--- config.mk ---
export PLATFORM = sky130hd
export DESIGN_NAME = prog_loader
export DESIGN_NICKNAME = d
export VERILOG_FILES = /design/src/rtl/prog_loader.sv
export SDC_FILE = /design/constraint.sdc
export NUM_CORES = 1
export LEC_CHECK = 0
export ABC_AREA = 1
export CELL_PAD_IN_SITES_DETAIL_PLACEMENT = 1
export CELL_PAD_IN_SITES_GLOBAL_PLACEMENT = 1
export CORE_ASPECT_RATIO = 0.75
export CORE_MARGIN = 5
export CORE_UTILIZATION = 45
export DETAILED_ROUTE_END_ITERATION = 8
export GPL_ROUTABILITY_DRIVEN = 0
export PLACE_DENSITY = 0.82
export SYNTH_ARGS = -nofsm -noshare
export SYNTH_HDL_FRONTEND = slang
export SYNTH_SLANG_ARGS = --single-unit
--- constraint.sdc ---
create_clock -name clk -period 4.1 [get_ports clk]
set_input_delay 0.615 -clock clk [delete_from_list [all_inputs] [get_ports clk]]
set_output_delay 0.615 -clock clk [all_outputs]
set_load 0.01 [all_outputs]
--- src/rtl/prog_loader.sv ---
`default_nettype none
// ============================================================================
//  Module   : prog_loader
//  Purpose  : UART-fed program loader for a small CPU. Receives framed
//             program images over a serial line and writes them into a
//             16x8 program memory that the CPU fetches from combinationally.
//             Frame: A5 sync, COUNT (1..16), ADDR (0..15), COUNT data bytes,
//             CSUM = 8-bit sum of COUNT, ADDR and data bytes.
//
//  Ports    : clk       - sole clock, rising edge
//             rst       - synchronous active-high reset
//             rxd       - UART serial input, idle high, asynchronous
//             rd_addr   - CPU program-fetch address
//             rd_data   - instruction byte at rd_addr (combinational)
//             cpu_hold  - high while a frame is in progress
//             load_done - one-cycle pulse on a successfully completed frame
//             load_err  - sticky error flag, cleared by the next sync byte
//
//  Revision : 1.0 - initial release
// ============================================================================
module prog_loader #(
    parameter int CLKS_PER_BIT = 234,
    parameter int TIMEOUT      = 65535
) (
    input  logic       clk,
    input  logic       rst,
    input  logic       rxd,
    input  logic [3:0] rd_addr,
    output logic [7:0] rd_data,
    output logic       cpu_hold,
    output logic       load_done,
    output logic       load_err
);

    localparam int W_CNT = (CLKS_PER_BIT > 2) ? $clog2(CLKS_PER_BIT) : 1;
    localparam int W_TMR = (TIMEOUT > 1) ? $clog2(TIMEOUT + 1) : 1;

    localparam logic [W_CNT-1:0] c_bit_last  = W_CNT'(CLKS_PER_BIT - 1);
    localparam logic [W_CNT-1:0] c_half_last = W_CNT'(CLKS_PER_BIT / 2 - 1);
    localparam logic [W_TMR-1:0] c_timeout   = W_TMR'(TIMEOUT);
    localparam logic [7:0]       c_sync_byte = 8'hA5;

    // Receiver states
    localparam logic [1:0] c_rx_idle  = 2'd0;
    localparam logic [1:0] c_rx_start = 2'd1;
    localparam logic [1:0] c_rx_data  = 2'd2;
    localparam logic [1:0] c_rx_stop  = 2'd3;

    // Frame states
    localparam logic [2:0] S_SYNC = 3'd0;
    localparam logic [2:0] S_CNT  = 3'd1;
    localparam logic [2:0] S_ADDR = 3'd2;
    localparam logic [2:0] S_DATA = 3'd3;
    localparam logic [2:0] S_CSUM = 3'd4;

    // ------------------------------------------------------------------------
    // Program memory: no reset, so a CPU reset or loader reset never loses
    // the program image.
    // ------------------------------------------------------------------------
    logic [7:0] r_mem [16];
    logic       w_mem_we;

    assign rd_data = r_mem[rd_addr];

    // ------------------------------------------------------------------------
    // rxd synchronizer (idles high)
    // ------------------------------------------------------------------------
    logic r_rxd_meta;
    logic r_rxd_sync;

    always_ff @(posedge clk) begin
        if (rst) begin
            r_rxd_meta <= 1'b1;
            r_rxd_sync <= 1'b1;
        end else begin
            r_rxd_meta <= rxd;
            r_rxd_sync <= r_rxd_meta;
        end
    end

    // ------------------------------------------------------------------------
    // UART receiver
    // ------------------------------------------------------------------------
    logic [1:0]       r_rx_state, w_rx_state_nxt;
    logic [W_CNT-1:0] r_rx_cnt,   w_rx_cnt_nxt;
    logic [2:0]       r_rx_idx,   w_rx_idx_nxt;
    logic [7:0]       r_rx_shift, w_rx_shift_nxt;
    logic             w_byte_valid;
    logic             w_frame_err;

    always_ff @(posedge clk) begin
        if (rst) begin
            r_rx_state <= c_rx_idle;
            r_rx_cnt   <= '0;
            r_rx_idx   <= '0;
            r_rx_shift <= '0;
        end else begin
            r_rx_state <= w_rx_state_nxt;
            r_rx_cnt   <= w_rx_cnt_nxt;
            r_rx_idx   <= w_rx_idx_nxt;
            r_rx_shift <= w_rx_shift_nxt;
        end
    end

    always_comb begin
        w_rx_state_nxt = r_rx_state;
        w_rx_cnt_nxt   = r_rx_cnt;
        w_rx_idx_nxt   = r_rx_idx;
        w_rx_shift_nxt = r_rx_shift;
        w_byte_valid   = 1'b0;
        w_frame_err    = 1'b0;
        case (r_rx_state)
            c_rx_idle: begin
                if (!r_rxd_sync) begin
                    w_rx_state_nxt = c_rx_start;
                    w_rx_cnt_nxt   = '0;
                end
            end
            c_rx_start: begin
                // Half-bit resample: a line that is high again was a glitch.
                if (r_rx_cnt == c_half_last) begin
                    w_rx_cnt_nxt   = '0;
                    w_rx_idx_nxt   = '0;
                    w_rx_state_nxt = r_rxd_sync ? c_rx_idle : c_rx_data;
                end else begin
                    w_rx_cnt_nxt = r_rx_cnt + 1'b1;
                end
            end
            c_rx_data: begin
                if (r_rx_cnt == c_bit_last) begin
                    w_rx_cnt_nxt   = '0;
                    w_rx_shift_nxt = {r_rxd_sync, r_rx_shift[7:1]};  // LSB first
                    if (r_rx_idx == 3'd7) begin
                        w_rx_state_nxt = c_rx_stop;
                    end else begin
                        w_rx_idx_nxt = r_rx_idx + 3'd1;
                    end
                end else begin
                    w_rx_cnt_nxt = r_rx_cnt + 1'b1;
                end
            end
            c_rx_stop: begin
                if (r_rx_cnt == c_bit_last) begin
                    w_rx_cnt_nxt   = '0;
                    w_rx_state_nxt = c_rx_idle;
                    w_byte_valid   = r_rxd_sync;
                    w_frame_err    = !r_rxd_sync;
                end else begin
                    w_rx_cnt_nxt = r_rx_cnt + 1'b1;
                end
            end
            default: w_rx_state_nxt = c_rx_idle;
        endcase
    end

    // ------------------------------------------------------------------------
    // Frame FSM
    // ------------------------------------------------------------------------
    logic [2:0]       r_state,  w_state_nxt;
    logic             r_hold,   w_hold_nxt;
    logic             r_done,   w_done_nxt;
    logic             r_err,    w_err_nxt;
    logic [7:0]       r_sum,    w_sum_nxt;
    logic [3:0]       r_ptr,    w_ptr_nxt;
    logic [4:0]       r_remain, w_remain_nxt;
    logic [W_TMR-1:0] r_timer,  w_timer_nxt;
    logic             w_abort;

    always_ff @(posedge clk) begin
        if (rst) begin
            r_state  <= S_SYNC;
            r_hold   <= 1'b0;
            r_done   <= 1'b0;
            r_err    <= 1'b0;
            r_sum    <= '0;
            r_ptr    <= '0;
            r_remain <= '0;
            r_timer  <= '0;
        end else begin
            r_state  <= w_state_nxt;
            r_hold   <= w_hold_nxt;
            r_done   <= w_done_nxt;
            r_err    <= w_err_nxt;
            r_sum    <= w_sum_nxt;
            r_ptr    <= w_ptr_nxt;
            r_remain <= w_remain_nxt;
            r_timer  <= w_timer_nxt;
        end
    end

    always_comb begin
        w_state_nxt  = r_state;
        w_hold_nxt   = r_hold;
        w_done_nxt   = 1'b0;
        w_err_nxt    = r_err;
        w_sum_nxt    = r_sum;
        w_ptr_nxt    = r_ptr;
        w_remain_nxt = r_remain;
        w_mem_we     = 1'b0;
        w_abort      = 1'b0;

        // Inter-byte idle timer, only meaningful inside a frame.
        if (r_state == S_SYNC || w_byte_valid) begin
            w_timer_nxt = '0;
        end else begin
            w_timer_nxt = r_timer + 1'b1;
        end

        case (r_state)
            S_SYNC: begin
                if (w_byte_valid && r_rx_shift == c_sync_byte) begin
                    w_state_nxt = S_CNT;
                    w_hold_nxt  = 1'b1;
                    w_err_nxt   = 1'b0;
                    w_sum_nxt   = '0;
                end
            end
            S_CNT: begin
                if (w_byte_valid) begin
                    if (r_rx_shift != 8'd0 && r_rx_shift <= 8'd16) begin
                        w_remain_nxt = r_rx_shift[4:0];
                        w_sum_nxt    = r_rx_shift;
                        w_state_nxt  = S_ADDR;
                    end else begin
                        w_abort = 1'b1;
                    end
                end
            end
            S_ADDR: begin
                if (w_byte_valid) begin
                    if (r_rx_shift[7:4] != 4'd0) begin
                        w_abort = 1'b1;
                    end else begin
                        w_ptr_nxt   = r_rx_shift[3:0];
                        w_sum_nxt   = r_sum + r_rx_shift;
                        w_state_nxt = S_DATA;
                    end
                end
            end
            S_DATA: begin
                if (w_byte_valid) begin
                    w_mem_we     = 1'b1;
                    w_ptr_nxt    = r_ptr + 4'd1;   // wraps 15 -> 0
                    w_sum_nxt    = r_sum + r_rx_shift;
                    w_remain_nxt = r_remain - 5'd1;
                    if (r_remain == 5'd1) begin
                        w_state_nxt = S_CSUM;
                    end
                end
            end
            S_CSUM: begin
                if (w_byte_valid) begin
                    if (r_rx_shift == r_sum) begin
                        w_done_nxt  = 1'b1;
                        w_hold_nxt  = 1'b0;
                        w_state_nxt = S_SYNC;
                    end else begin
                        w_abort = 1'b1;
                    end
                end
            end
            default: w_state_nxt = S_SYNC;
        endcase

        // Framing error and idle timeout abort any frame in progress.
        if (r_state != S_SYNC &&
            (w_frame_err || (!w_byte_valid && r_timer == c_timeout))) begin
            w_abort = 1'b1;
        end

        if (w_abort) begin
            w_state_nxt = S_SYNC;
            w_hold_nxt  = 1'b0;
            w_err_nxt   = 1'b1;
            w_done_nxt  = 1'b0;
        end
    end

    always_ff @(posedge clk) begin
        if (w_mem_we) begin
            r_mem[r_ptr] <= r_rx_shift;
        end
    end

    assign cpu_hold  = r_hold;
    assign load_done = r_done;
    assign load_err  = r_err;

endmodule
`default_nettype wire

* Yosys cells after proc, flatten, opt, wreduce, memory -nomap -nowiden
Memories as Yosys holds them, arrays and structs flattened.
Index checks and enable logic that the tools add are counted.
** Word-level totals
- RAM bits :: 128
- Bits of input ports :: 7
- Logic and storage cells :: 150
- Memories kept :: 1
- Bits in latches :: 0
- Register bits :: 62
- ROM bits :: 0
** Operators by class
- Shift operators :: 0
- $add $sub $neg :: 6
- Divide/modulo/power cells :: 0
- Bitwise gates (word level) :: 2
- Equality and inequality tests :: 29
- Order comparisons :: 1
- Multipliers :: 0
- Multiplexer cells :: 64
- Reductions and logical operators :: 33
** Memories
- r_mem :: words 16, bits a word 8, rd ports 1, clocked after memory_dff 0, write ports 1, line 60 : logic [7:0] r_mem [16];
** Operators with widths (number)
- $mux W8 :: 9
- $mux W3 :: 12
- $pmux W8 S4 :: 1
- $ne A2 B2 Y1 const B :: 14
- $pmux W8 S3 :: 1
- $mux W1 :: 22
- $add A16 B1 Y16 const B :: 1
- $eq A16 B16 Y1 const B :: 1
- $eq A8 B8 Y1 const B :: 2
- $reduce_and A4 Y1 :: 4
- $mux W5 :: 3
- $pmux W3 S5 :: 1
- $mux W2 :: 6
- $mux W4 :: 3
- $reduce_bool A2 Y1 :: 6
- $pmux W5 S2 :: 1
- $reduce_and A9 Y1 :: 1
- $add A8 B1 Y8 const B :: 1
- $add A8 B8 Y8 :: 1
- $eq A8 B7 Y1 const B :: 1
- $eq A8 B8 Y1 :: 1
- $le A8 B5 Y1 const B :: 1
- $pmux W2 S4 :: 1
- $pmux W4 S2 :: 1
- other kinds (27) :: 40

* Longest topological paths before layout
- Word-level depth :: 10
- Mapped depth :: 13
- Mapped depth without buffers :: 13

* Worst setup path after synthesis
No wires, ideal clock.
- Path type :: input to output
- Start :: input rd_addr[0]
- End :: output rd_data[0]
- Arrival time :: 1.660 ns
- Path slack :: 1.825 ns
- Path buffers :: 3
- Stages on the path :: 7
- Data required time :: 3.485 ns
- Path through :: buf_2 -> buf_2 -> buf_2 -> mux2i_1 -> o211ai_1 -> nand3_1 -> nand2_1
** On the way
- Word-level cells in the longest chain between the ends :: 1
** Ends and longest elaborated chain
- start: declaration :: line 28 : input logic [3:0] rd_addr,
- $mem_v2 Z16 W8
- end: declaration :: line 29 : output logic [7:0] rd_data,
No other way between the ends.

* Final worst setup path
- Start :: input rd_addr[1]
- End :: output rd_data[7]
The elaborated chain is that of the path after synthesis.

==> results.tsv <==
stage	metric	value	unit
outcome	status	completed	
floorplan	dieArea	0.0222	sq mm
critical_path	critical_path_class	in2out	
synthesis	synth.cell_area	0.00869	sq mm
floorplan	ios	18	
floorplan	die_w	170	microns
clock_network	cts_buffers	17	
final_layout	antenna_cells	0	
floorplan	start_util	45.4	%
sta	grt_setup_unrepaired	false	
sta	setup_violations	0	
critical_path	start_kind	input port	
power_and_ir_drop	p_switching	0.000911	W
power_and_ir_drop	power.density	392	mW/mm^2
final_layout	final_area	0.00971	sq mm
synthesis	synth_warnings	0	
synthesis	ys.flop_type	edfxtp_1	
sta	fmax	0.287	GHz
critical_path	crit_required	3.48	ns
synthesis	syn-num-nets	913	
synthesis	yosys.area_share.simple	14.4	%
critical_path	cp.arrival	2.86	ns
grt	overflow	0	
route	via_count	6443	
clock_network	cts_setup_buffers	0	
synthesis	synth_seq_area_share	58.5	%
route	vias_per_cell	5.51	
sta	finalHoldViolCount	0	
sta	setup_tns	0	ns
placement	dp_hpwl	14900	microns
grt	grt_pass1_vias	6395	
synthesis	synth_compound_area_share	12.9	%
sta	clock_skew	0.0150	ns
clock_network	worstSkewPairLatency	0.45	ns
route	drt-initial-drc-count	519	
floorplan	rows	44	
grt	grt_util_all_layers	20.8	%
clock_network	cts_tree	yes	
grt	grt_max_degree	41	
critical_path	worst-path-max-fanout	32	
floorplan	core_area	0.0192	sq mm
sta	maxSlewHeadroom	31.8	%
final_layout	drive_gt1_share	6.43	%
clock_network	cts-resized-gates	0	
sta	worst_slew_pin_slew	1.02	ns
route	drtPass1Iterations	6	
power_and_ir_drop	power_frac_clock	42.1	%
synthesis	synth_seq_cells	190	
clock_network	htree_levels	4	
synthesis	synthArstFlopShare	0	%
power_and_ir_drop	p_total	0.00381	W
hold_path	hp-class	reg2reg	
clock_network	clkTransAtPathRegs	0.07	ns
final_layout	syn_to_final_growth	11.7	%
synthesis	synth_common_cells	128 x edfxtp_1, 126 x nand2_1, 111 x inv_1	
power_and_ir_drop	leakagePower	3.87	nW
power_and_ir_drop	share_comb_of_total_power	4.6	%
synthesis	synth_cell_type_count	40	
synthesis	synthCells	886	
sta	min_period	3.48	ns
synthesis	yosysTopAreaCell	edfxtp_1	
synthesis	synth.most_common_cell	edfxtp_1	
clock_network	root_buffer	clkbuf_16	
synthesis	muxShareOfSynthArea	3.69	%
clock_network	clk_path_buf_depth	2	
synthesis	synth_top_area_share	44.2	%
synthesis	synthTopCellsByArea	edfxtp_1 44%, dfxtp_1 14%, nand2_1 5.4%, inv_1 4.8%, a21oi_1 4.4%	
clock_network	hold_buffers	0	
sta	fin_crit_sh	84.9	%
grt	antenna_found_initial	0	
sta	slew_violations	0	
placement	postPlaceCellArea	0.00914	sq mm
route	drc	0	
power_and_ir_drop	power_frac_seq	53.4	%
synthesis	avgSynthCellArea	9.81	sq um
critical_path	crit_path_end_kind	primary output	
power_and_ir_drop	ir_worst_vdd	296	uV
placement	port_buffers	17	
clock_network	cts_sinks	190	
synthesis	synth_fa_ha_area_share	2.97	%
route	wl_per_cell	19.0	microns
power_and_ir_drop	swShare	23.9	%
synthesis	synth_edf_count	128	
route	routed_wl	22300	microns
synthesis	post_synth_xor_area_fraction	1.01	%
power_and_ir_drop	p_int	0.00290	W
synthesis	synth_top_family_by_area	simple AND/OR/NAND/NOR gates	
route	antenna_left	0	
grt	grt_pass1_wl	35500	microns
floorplan	die_h	130	microns
job	drv_cap	0	
final_layout	layout.nets	931	
-- placed cells by master (no fill, tap or decap), drive strengths merged --
cell	instances
o21bai	2
a21o	1
inv	124
nand3	43
clkinv	4
nor2	89
a21oi	76
fa	1
a31oi	1
and2	1
xor2	6
clkinvlp	1
clkbuf	17
xnor2	4
and3	1
o22ai	5
mux2i	32
clkdlybuf4s50	16
nor3b	2
o32ai	1
nor3	9
or2	3
o21ai	76
edfxtp	128
o21a	2
ha	19
buf	13
nand3b	4
dfxtp	62
a211oi	3
o211ai	34
nand2	130
nand4	7
-- flip-flops by register name (all words and copies together) (netlist names), 3 cells and up, named ones only --
| signal | cells |
|---|---|
| r_ptr | 4 |
| r_state | 3 |
| r_sum | 8 |
| r_mem | 128 |
| r_rx_idx | 3 |
| r_rx_shift | 8 |
| r_timer | 16 |
| r_rx_cnt | 8 |
| r_remain | 5 |
-- power by group through the flow --
stage	clock network (W)	registers, W	logic, W
6_report	0.00160	0.00203	0.000174
5_1_grt	0.00173	0.00203	0.000193
4_1_cts	0.00163	0.00203	0.000173
3_5_place_dp	0	0.00207	0.000170
3_3_place_gp	0	0.00207	0.000165
2_1_floorplan	0	0.00207	0.000119
-- logic make-up after synthesis --
kind of cell,after synthesis
AND/OR/NAND/NOR,289
buffers and inverters,144
flip-flops,190
AO/OA/AOI/OAI,201
multiplexers,32
XOR/XNOR,10
adder cells (fa/ha/maj),20
-- stage by stage --
| step | worst slack (ns) | hold WS, ns | cells | util, % |
|---|---|---|---|---|
| after CTS | 0.619 | 0.424 | 1170 | 50.7 |
| after global routing | 0.435 | 0.441 | 1170 | 50.7 |
| final | 0.621 | 0.420 | 1170 | 50.7 |
| after global placement | 0.826 | 0.406 | 1138 | 47.7 |
| after floorplan | 1.83 | 0.389 | 886 | - |
| after detailed placement | 0.617 | 0.405 | 1138 | 47.7 |
-- per-layer routing --
metal	routed length (microns)	GRT usage, %
met5	0	0
met2	10300	32.4
met4	292	5.49
met1	10500	29.7
met3	1210	4.63
-- worst max-delay path, stage by stage --
cell and delay (ns):
clkdlybuf4s50_1 0.42, inv_1 0.70, o21ai_0 0.23, o211ai_1 0.31, nand2_1 0.09, clkdlybuf4s50_1 0.49
-- worst paths after layout --
kind | slack [ns] | startpoint | cells past startpoint | end
setup / recovery | 0.62 | rd_addr[1] | 6 | rd_data[7]
hold reg to reg | 0.42 | r_rxd_meta$_SDFF_PP1_ | 1 | r_rxd_sync$_SDFF_PP1_
hold / removal | 0.42 | r_rxd_meta$_SDFF_PP1_ | 1 | r_rxd_sync$_SDFF_PP1_
setup reg to reg | 1.30 | r_rx_cnt[0]$_SDFFE_PP0P_ | 7 | r_mem[0][4]$_DFFE_PP_
-- area by class of cell --
class                   instances  area, sq um
inverters                     114          428
clock buffers                  17          425
fillers                      2133         9450
repair buffers                 29          270
well taps                     253          317
clock inverters                15          145
flip-flops and latches        190         5080
multi-input cells             552         3040
(Power assumes the default switching activity.)
